<file path="config.mk">
export PLATFORM = sky130hd
export DESIGN_NAME = acc_unit_flat
export DESIGN_NICKNAME = d
export VERILOG_FILES = /design/src/rtl/acc_pkg.sv /design/src/rtl/acc_unit_if.sv /design/src/rtl/rise_det.sv /design/src/rtl/acc_unit.sv /design/src/flat_wrapper.sv
export SDC_FILE = /design/constraint.sdc
export NUM_CORES = 1
export LEC_CHECK = 0
export ABC_AREA = 0
export CAP_MARGIN = 10
export CORE_ASPECT_RATIO = 1.2
export CORE_MARGIN = 2
export CORE_UTILIZATION = 50
export CTS_BUF_LIST = sky130_fd_sc_hd__clkbuf_8 sky130_fd_sc_hd__clkbuf_16
export DETAILED_ROUTE_END_ITERATION = 7
export GPL_TIMING_DRIVEN = 1
export MAX_ROUTING_LAYER = met4
export PLACE_DENSITY = 0.8
export SLEW_MARGIN = 20
export SYNTH_ARGS = -nofsm -noshare
export SYNTH_HDL_FRONTEND = slang
export SYNTH_HIERARCHICAL = 1
export SYNTH_SLANG_ARGS = --single-unit
</file>
<file path="constraint.sdc">
create_clock -name clk -period 4.3 [get_ports clk]
set_input_delay 0.43 -clock clk [delete_from_list [all_inputs] [get_ports clk]]
set_output_delay 0.43 -clock clk [all_outputs]
set_load 0.03 [all_outputs]
</file>
<file path="src/rtl/acc_pkg.sv">
// Shared definitions for the accumulator unit: default parameters and FSM state encoding.
package acc_pkg;

  localparam int DW_DEF    = 8;
  localparam int AW_DEF    = 10;
  localparam int NSAMP_DEF = 8;

  typedef enum logic [1:0] {
    ST_IDLE  = 2'b00,
    ST_ACCUM = 2'b01,
    ST_DONE  = 2'b10
  } state_e;

endpackage

</file>
<file path="src/rtl/acc_unit_if.sv">
// Bus between the sample source (master) and the accumulator unit (slave).
interface acc_unit_if
  import acc_pkg::*;
#(
  parameter int DW    = DW_DEF,
  parameter int AW    = AW_DEF,
  parameter int NSAMP = NSAMP_DEF
);
  localparam int CW = $clog2(NSAMP + 1);

  logic          en;
  logic [DW-1:0] din;
  logic          start;
  logic [AW-1:0] acc;
  logic [CW-1:0] count;
  logic          ovf;
  logic          done;

  modport master (output en, din, start, input acc, count, ovf, done);
  modport slave  (input en, din, start, output acc, count, ovf, done);
endinterface

</file>
<file path="src/rtl/rise_det.sv">
// Rising-edge detector: registers d and flags the cycle where d goes 0 -> 1.
module rise_det (
  input  logic clk,
  input  logic clr_n,
  input  logic d,
  output logic rise
);
  logic d_q;

  // previous-cycle copy of d
  always_ff @(posedge clk or negedge clr_n) begin
    if (!clr_n) begin
      d_q <= 1'b0;
    end else begin
      d_q <= d;
    end
  end

  assign rise = d & ~d_q;
endmodule

</file>
<file path="src/rtl/acc_unit.sv">
// Saturating sample accumulator: counts NSAMP enable edges per run, adds din on each,
// and pulses done once the run completes.
module acc_unit
  import acc_pkg::*;
#(
  parameter int DW    = DW_DEF,
  parameter int AW    = AW_DEF,
  parameter int NSAMP = NSAMP_DEF
) (
  input  logic       clk,
  input  logic       clr_n,
  acc_unit_if.slave  bus
);
  localparam int            CW       = $clog2(NSAMP + 1);
  localparam logic [AW-1:0] ACC_MAX  = {AW{1'b1}};
  localparam logic [CW-1:0] LAST_CNT = CW'(NSAMP - 1);

  state_e        state_r, state_nxt_s;
  logic [AW-1:0] acc_r, acc_nxt_s;
  logic [CW-1:0] count_r, count_nxt_s;
  logic          ovf_r, ovf_nxt_s;
  logic          done_r;
  logic          en_rise_s;
  logic [AW:0]   sum_s;

  rise_det u_rise_det (
    .clk   (clk),
    .clr_n (clr_n),
    .d     (bus.en),
    .rise  (en_rise_s)
  );

  // one spare bit catches the carry that signals saturation
  assign sum_s = {1'b0, acc_r} + {{(AW + 1 - DW){1'b0}}, bus.din};

  // next-state and datapath decode; start overrides everything else
  always_comb begin
    state_nxt_s = state_r;
    acc_nxt_s   = acc_r;
    count_nxt_s = count_r;
    ovf_nxt_s   = ovf_r;
    if (bus.start) begin
      state_nxt_s = ST_ACCUM;
      acc_nxt_s   = {AW{1'b0}};
      count_nxt_s = {CW{1'b0}};
      ovf_nxt_s   = 1'b0;
    end else begin
      case (state_r)
        ST_IDLE: begin
          state_nxt_s = ST_IDLE;
        end
        ST_ACCUM: begin
          if (en_rise_s) begin
            acc_nxt_s   = sum_s[AW] ? ACC_MAX : sum_s[AW-1:0];
            ovf_nxt_s   = ovf_r | sum_s[AW];
            count_nxt_s = count_r + CW'(1);
            if (count_r == LAST_CNT) begin
              state_nxt_s = ST_DONE;
            end else begin
              state_nxt_s = ST_ACCUM;
            end
          end else begin
            state_nxt_s = ST_ACCUM;
          end
        end
        ST_DONE: begin
          state_nxt_s = ST_IDLE;
        end
        default: begin
          state_nxt_s = ST_IDLE;
        end
      endcase
    end
  end

  // state and datapath registers; done tracks the DONE state cycle-for-cycle
  always_ff @(posedge clk or negedge clr_n) begin
    if (!clr_n) begin
      state_r <= ST_IDLE;
      acc_r   <= {AW{1'b0}};
      count_r <= {CW{1'b0}};
      ovf_r   <= 1'b0;
      done_r  <= 1'b0;
    end else begin
      state_r <= state_nxt_s;
      acc_r   <= acc_nxt_s;
      count_r <= count_nxt_s;
      ovf_r   <= ovf_nxt_s;
      done_r  <= (state_nxt_s == ST_DONE);
    end
  end

  assign bus.acc   = acc_r;
  assign bus.count = count_r;
  assign bus.ovf   = ovf_r;
  assign bus.done  = done_r;
endmodule

</file>
<file path="src/flat_wrapper.sv">
// flat-port wrapper written by rule: the top's interface ports become plain ports
module acc_unit_flat import acc_pkg::*;
#(
  parameter int DW    = DW_DEF,
  parameter int AW    = AW_DEF,
  parameter int NSAMP = NSAMP_DEF
)
  (clk, clr_n, bus_en, bus_din, bus_start, bus_acc, bus_count, bus_ovf, bus_done);
  acc_unit_if #(.DW(DW), .AW(AW), .NSAMP(NSAMP)) bus_i ();
  input  logic clk;
  input  logic clr_n;
  input wire logic [$bits(bus_i.en)-1:0] bus_en;
  input wire logic [$bits(bus_i.din)-1:0] bus_din;
  input wire logic [$bits(bus_i.start)-1:0] bus_start;
  output wire logic [$bits(bus_i.acc)-1:0] bus_acc;
  output wire logic [$bits(bus_i.count)-1:0] bus_count;
  output wire logic [$bits(bus_i.ovf)-1:0] bus_ovf;
  output wire logic [$bits(bus_i.done)-1:0] bus_done;
  assign bus_i.en = bus_en;
  assign bus_i.din = bus_din;
  assign bus_i.start = bus_start;
  assign bus_acc = bus_i.acc;
  assign bus_count = bus_i.count;
  assign bus_ovf = bus_i.ovf;
  assign bus_done = bus_i.done;
  acc_unit #(.DW(DW), .AW(AW), .NSAMP(NSAMP)) u_core (.clk(clk), .clr_n(clr_n), .bus(bus_i));
endmodule
</file>
==> results of run 1 <==
==> power breakdown <==
| group | internal [mW] | switching, mW | total (mW) |
|---|---|---|---|
| combinational | 0.0453 | 0.0581 | 0.103 |
| clock | 0.0634 | 0.0553 | 0.119 |
| sequential | 0.186 | 0.00713 | 0.193 |
| total | 0.294 | 0.120 | 0.415 |
==> critical path: cells and delay by family <==
family | cells | cell delay [ns]
compound gates | 4 | 0.94
fa+ha+maj | 2 | 0.66
buf+inv | 1 | 0.41
simple gates | 1 | 0.11
==> sequential cells by signal, summed over array words and instances (netlist names) <==
signal,cells
u_core/bus.done,1
u_core/u_rise_det/d_q,1
u_core/bus.acc,10
u_core/state_r,2
u_core/bus.ovf,1
u_core/bus.count,4
==> cells in the mapped netlist, types with 2 or more instances <==
cell type,instances,area share
xor2_1,3,0.023
nor2_1,9,0.029
o211ai_1,2,0.013
a31oi_1,6,0.032
xnor2_1,4,0.030
nand3_1,3,0.013
ha_1,9,0.097
nand2_1,18,0.058
buf_2,2,0.0086
inv_1,4,0.013
a21o_1,5,0.032
dfrtp_1,19,0.41
nand4_1,3,0.016
nand4b_1,2,0.015
clkbuf_1,2,0.0065
a21oi_1,10,0.043
==> how the worst max path moves through the flow <==
| stage | to | slack (ns) | cells after the start |
|---|---|---|---|
| floorplan | u_core/bus.acc[7] | 2.11 | 7 |
| global placement | u_core/bus.acc[7] | 1.67 | 8 |
| detailed placement | u_core/bus.acc[7] | 1.62 | 8 |
| CTS | u_core/bus.acc[7] | 1.89 | 8 |
| global route | u_core/bus.acc[7] | 1.74 | 8 |
| finish | u_core/bus.acc[7] | 1.90 | 8 |
==> layer usage <==
layer  track usage  vias up  wire, um
met3        0.0354        5       105
met1         0.313      460      1130
li1              -      482         -
met5             -        -         0
met4         0.108        0        45
met2         0.339       28      1260
==> area by class of cell <==
| cell class | instances | area [sq um] |
|---|---|---|
| inverter | 4 | 15.0 |
| clock inverter | 1 | 3.75 |
| tap | 31 | 38.8 |
| timing repair buffer | 27 | 270 |
| fill | 215 | 738 |
| multi-input combinational | 92 | 652 |
| clock buffer | 3 | 41.3 |
| sequential | 19 | 475 |
==> cells by family after synthesis <==
logic type / Yosys count / share of synthesized area
AOI/OAI and AO/OA: 33 / 0.211
xor gates and xnor gates: 7 / 0.0529
adders and majority gates: 10 / 0.114
buffers and inverters: 8 / 0.0280
DFF: 19 / 0.410
muxes: 1 / 0.00863
and+or+nand+nor: 41 / 0.175
==> run_results.csv, run 1 <==
group,metric,value,unit
synthesis,synthFlopType,"dfrtp_1",
worst_setup_path,slowest_stage,"fa_1",
detailed_routing,totalWireLength,2540,um
detailed_routing,avgViaCountPerCell,5.51,
sta,fin_ws,1.90,ns
finish,area_delta_synth_final,29.0,%
floorplanning,io_pins,28,
synthesis,seq_area_frac_synth,0.410,
power,p_leak,0.661,nW
clock_network,cts.repair.resized,0,
worst_setup_path,path_max_fanout,10,
clock_network,numClockSinks,19,
floorplanning,rows,19,
clock_network,htreeDepth,1,
finish,final_cell_mix,"27 x clkdlybuf4s50_1, 19 x dfrtp_1, 18 x nand2_1, 10 x a21oi_1",
finish,stdcell_area,1500,sq um
finish,nets,169,
synthesis,yosysWarnings,6,
detailed_routing,drt-wirelength-per-cell,14.3,um
placement,hpwl,1940,um
status,outcome,"completed",
synthesis,syn-num-nets,141,
worst_setup_path,path_cells,"clkdlybuf4s50_1 > ha_1 > fa_1 > a211oi_1 > o21ai_2 > o21ai_4 > nand3_1 > o211a_1",
synthesis,ys_ff_latch,19,
synthesis,postSynth.asyncResetShare,1.00,
finish,final_common_cell,"clkdlybuf4s50_1",
global_route,antenna_found_initial,0,
worst_setup_path,r2r_start,"u_core/bus.acc[0]",
sta,post-route-period-util,0.559,
sta,worst_pin_slew,0.805,ns
sta,whs,0.537,ns
clock_network,ctsLongestPathBuffers,2,
clock_network,post_cts_buffers,0,
detailed_routing,num_vias,975,
worst_setup_path,cpPeakStageDelay,0.43,ns
synthesis,netlist_instances,119,
finish,antennaDiodeCount,0,
min_path,hold_start,"u_core/bus.ovf",
global_route,grt_max_degree,20,
placement,place.gp.congestion,0.816,
worst_setup_path,crit_type,"primary input to register",
floorplanning,chipHeight,56.8,um
sta,fin_tns_setup,0,ns
sta,worst_slew_margin_rel,0.462,
power,fin_total_pwr,0.415,mW
worst_setup_path,cp.required,4.45,ns
placement,io_buffer_count,27,
power,irDropWorstVdd,0.000226,V
worst_setup_path,rr_endpoint,"u_core/bus.acc[7]",
min_path,min-delay-path-class,"register to register",
floorplanning,initial_core_util,0.519,
sta,skew,0.00687,ns
detailed_routing,first_pass_iters,4,
finish,fin_cells,177,
synthesis,synth.avg_cell_area,9.75,sq um
clock_network,clkTransAtPathRegs,0.07,ns
floorplanning,coreArea,2230,sq um
global_route,grt_pass1_wl,4440,um
worst_setup_path,rr_worst_depth,7,
clock_network,worstSkewPairLatency,0.26,ns
synthesis,ys_types,34,
power,powerDensity,277,nW/um^2
floorplanning,die_area,2720,sq um
sta,period_minus_slack,2.40,ns
floorplanning,die_w,48.0,um
worst_setup_path,cp-end-kind,"register",
sta,max_freq,0.416,GHz
job,max_cap_viol_count,0,
placement,dp_slack,1.62,ns
global_route,grt.overflow.total,0,
clock_network,root_buffer,"clkbuf_8",
worst_setup_path,r2r_setup_slack,2.08,ns
detailed_routing,drtIter0Drc,27,
sta,finalHoldViolCount,0,
placement,placed_cell_area,1450,sq um
min_path,whs_endpoint,"u_core/bus.ovf",
sta,setup_violations,0,
detailed_routing,drtAntennaViolNets,0,
finish,drive_above_1_share,0.0685,
finish,fin_util,0.670,
worst_setup_path,critPathArrivalTime,2.55,ns
placement,dp.cells,173,
worst_setup_path,crit_path_start,"bus_din[0]",
synthesis,synth_edf_count,0,
sta,rsz0062_at_grt,"no",
global_route,grt_pass1_vias,1009,
synthesis,syn_area,1160,sq um
sta,finalMaxSlewViolations,0,
clock_network,numCtsBuffers,3,
worst_setup_path,critPathLaunchType,"primary input",
detailed_routing,drc,0,
min_path,hold_depth,2,
clock_network,ctsHoldBuffers,0,
global_route,grt_usage,0.233,
clock_network,cts_tree,"built",
(Power assumes the default switching activity.)
==> inputs of run 2 (changes only) <==
CORE_UTILIZATION = 44   (was 50)
PLACE_DENSITY = 0.75   (was 0.8)
clock period = 2.1 ns   (was 4.3 ns; I/O delays follow)
==> run_results.csv, run 2 (synthesis results as in run 1) <==
group,metric,value,unit
finish,final_common_cell,"clkdlybuf4s50_1",
sta,worst_slew_margin_rel,0.547,
sta,skew,0.00216,ns
floorplanning,coreArea,2530,sq um
clock_network,numCtsBuffers,3,
detailed_routing,avgViaCountPerCell,5.33,
placement,hpwl,1970,um
detailed_routing,num_vias,1007,
finish,area_delta_synth_final,37.1,%
floorplanning,chipHeight,60.2,um
detailed_routing,drt-wirelength-per-cell,14.1,um
sta,fin_ws,0.0979,ns
floorplanning,die_w,50.9,um
detailed_routing,totalWireLength,2660,um
sta,finalHoldViolCount,0,
floorplanning,die_area,3060,sq um
power,p_seq_frac,0.453,
finish,largest_reg_flops,10,
sta,setup_violations,0,
sta,rsz0062_at_grt,"no",
power,powerDensity,546,nW/um^2
detailed_routing,first_pass_iters,6,
worst_setup_path,path_cells,"ha_2 > fa_2 > a211oi_2 > o21ai_2 > o221ai_2 > nor3b_2 > a221oi_2",
floorplanning,initial_core_util,0.459,
finish,drive_above_1_share,0.160,
power,p_int,0.614,mW
global_route,antenna_found_initial,0,
clock_network,worstSkewPairLatency,0.25,ns
power,clkPwrFrac,0.286,
finish,ff_latch_area,477,sq um
global_route,grt_pass1_wl,4630,um
sta,worst_pin_slew,0.678,ns
global_route,grt_usage,0.204,
clock_network,root_buffer,"clkbuf_8",
job,max_cap_viol_count,0,
finish,final_cell_mix,"27 x clkdlybuf4s50_1, 18 x nand2_1, 18 x dfrtp_1, 10 x buf_4, 10 x a21oi_1",
clock_network,cts_tree,"built",
detailed_routing,drtAntennaViolNets,0,
clock_network,clkTransAtPathRegs,0.07,ns
power,p_sw,0.254,mW
finish,final.fill_count,213,
worst_setup_path,slowest_stage,"dfrtp_2",
worst_setup_path,critPathLaunchType,"register",
finish,fin_cells,189,
worst_setup_path,path_max_fanout,3,
finish,nets,179,
worst_setup_path,cpPeakStageDelay,0.41,ns
detailed_routing,drtIter0Drc,12,
worst_setup_path,cp.required,2.20,ns
placement,dp_slack,-0.166,ns
global_route,grt_max_degree,20,
floorplanning,io_pins,28,
finish,fin_util,0.629,
global_route,grt.overflow.total,0,
finish,multi_input_area,667,sq um
detailed_routing,drc,0,
power,irDropWorstVdd,0.000448,V
global_route,grt_pass1_vias,1053,
power,comb_power_share,0.260,
worst_setup_path,rr_worst_depth,7,
power,switching_share,0.293,
power,p_leak,0.707,nW
placement,place.gp.congestion,0.872,
status,outcome,"completed",
floorplanning,rows,20,
worst_setup_path,crit_type,"register to register",
min_path,min-delay-path-class,"primary input to asynchronous set/reset pin",
placement,dp.cells,184,
clock_network,ctsLongestPathBuffers,2,
placement,io_buffer_count,27,
clock_network,htreeDepth,1,
sta,period_minus_slack,2.00,ns
sta,finalMaxSlewViolations,0,
clock_network,numClockSinks,19,
finish,antennaDiodeCount,0,
worst_setup_path,cp-end-kind,"register",
worst_setup_path,critPathArrivalTime,2.10,ns
sta,max_freq,0.499,GHz
sta,post-route-period-util,0.953,
-- run 2: final timing paths --
check	end	from	slack, ns
worst max register to register	u_core/bus.acc[9]	u_core/bus.acc[0]	0.1
max in group asynchronous	u_core/bus.acc[0]	clr_n	1.59
min in group clk	u_core/u_rise_det/d_q	bus_en	0.44
worst max-delay path	u_core/bus.acc[9]	u_core/bus.acc[0]	0.1
worst min-delay path	u_core/bus.acc[4]	clr_n	0.28
worst min register to register	u_core/bus.ovf	u_core/bus.ovf	0.52
-- run 2: area by class of cell --
class | instances | area share
inverter | 4 | 0.00944
multi-input combinational | 92 | 0.419
clock buffer | 3 | 0.0260
tap | 33 | 0.0260
timing repair buffer | 37 | 0.217
clock inverter | 1 | 0.00236
sequential | 19 | 0.300
-- run 2: what timing repair did --
item                                    CTS  global route
hold buffers                              0             0
endpoints found under the setup margin    0             3
buffers inserted                          0             1
endpoints found under the hold margin     0             0
gates resized for setup                   0             2
-- run 2: critical path, delay by kind of cell (launching register included) --
family / cells / cell delay [ns]
DFF: 1 / 0.41
AOI/OAI and AO/OA: 4 / 0.65
adders and majority gates: 2 / 0.54
and+or+nand+nor: 1 / 0.24
-- run 2: power groups by stage --
stage	Sequential (mW)	Combinational [mW]	Clock, mW
after floorplan	0.425	0.111	0
after global placement	0.400	0.221	0
after detailed placement	0.401	0.222	0
after CTS	0.394	0.225	0.252
after global routing	0.396	0.249	0.264
final	0.394	0.226	0.249
-- run 2: layer usage --
layer	wire, um	part of all wire	GRT usage
met5	0	0	-
met4	4	0.0015	0.0347
met3	62	0.023	0.0200
met2	1390	0.52	0.359
met1	1200	0.45	0.258
-- run 2: per-stage QoR --
step                      total power [mW]  TNS, ns  instance area (sq um)  hold WS, ns
final                                0.868        0                   1590        0.285
after global routing                 0.908        0                   1590        0.310
after CTS                            0.871        0                   1580        0.298
after detailed placement             0.624    -1.16                   1530        0.516
after global placement               0.621   -0.530                   1530        0.510
after floorplan                      0.536        0                   1170      -0.0856
==> inputs of run 3 (changes only) <==
SKIP_CTS_REPAIR_TIMING = 1   (was unset)
==> results of run 3 <==
The final DEF is identical to that of run 2; final timing and power are the same.
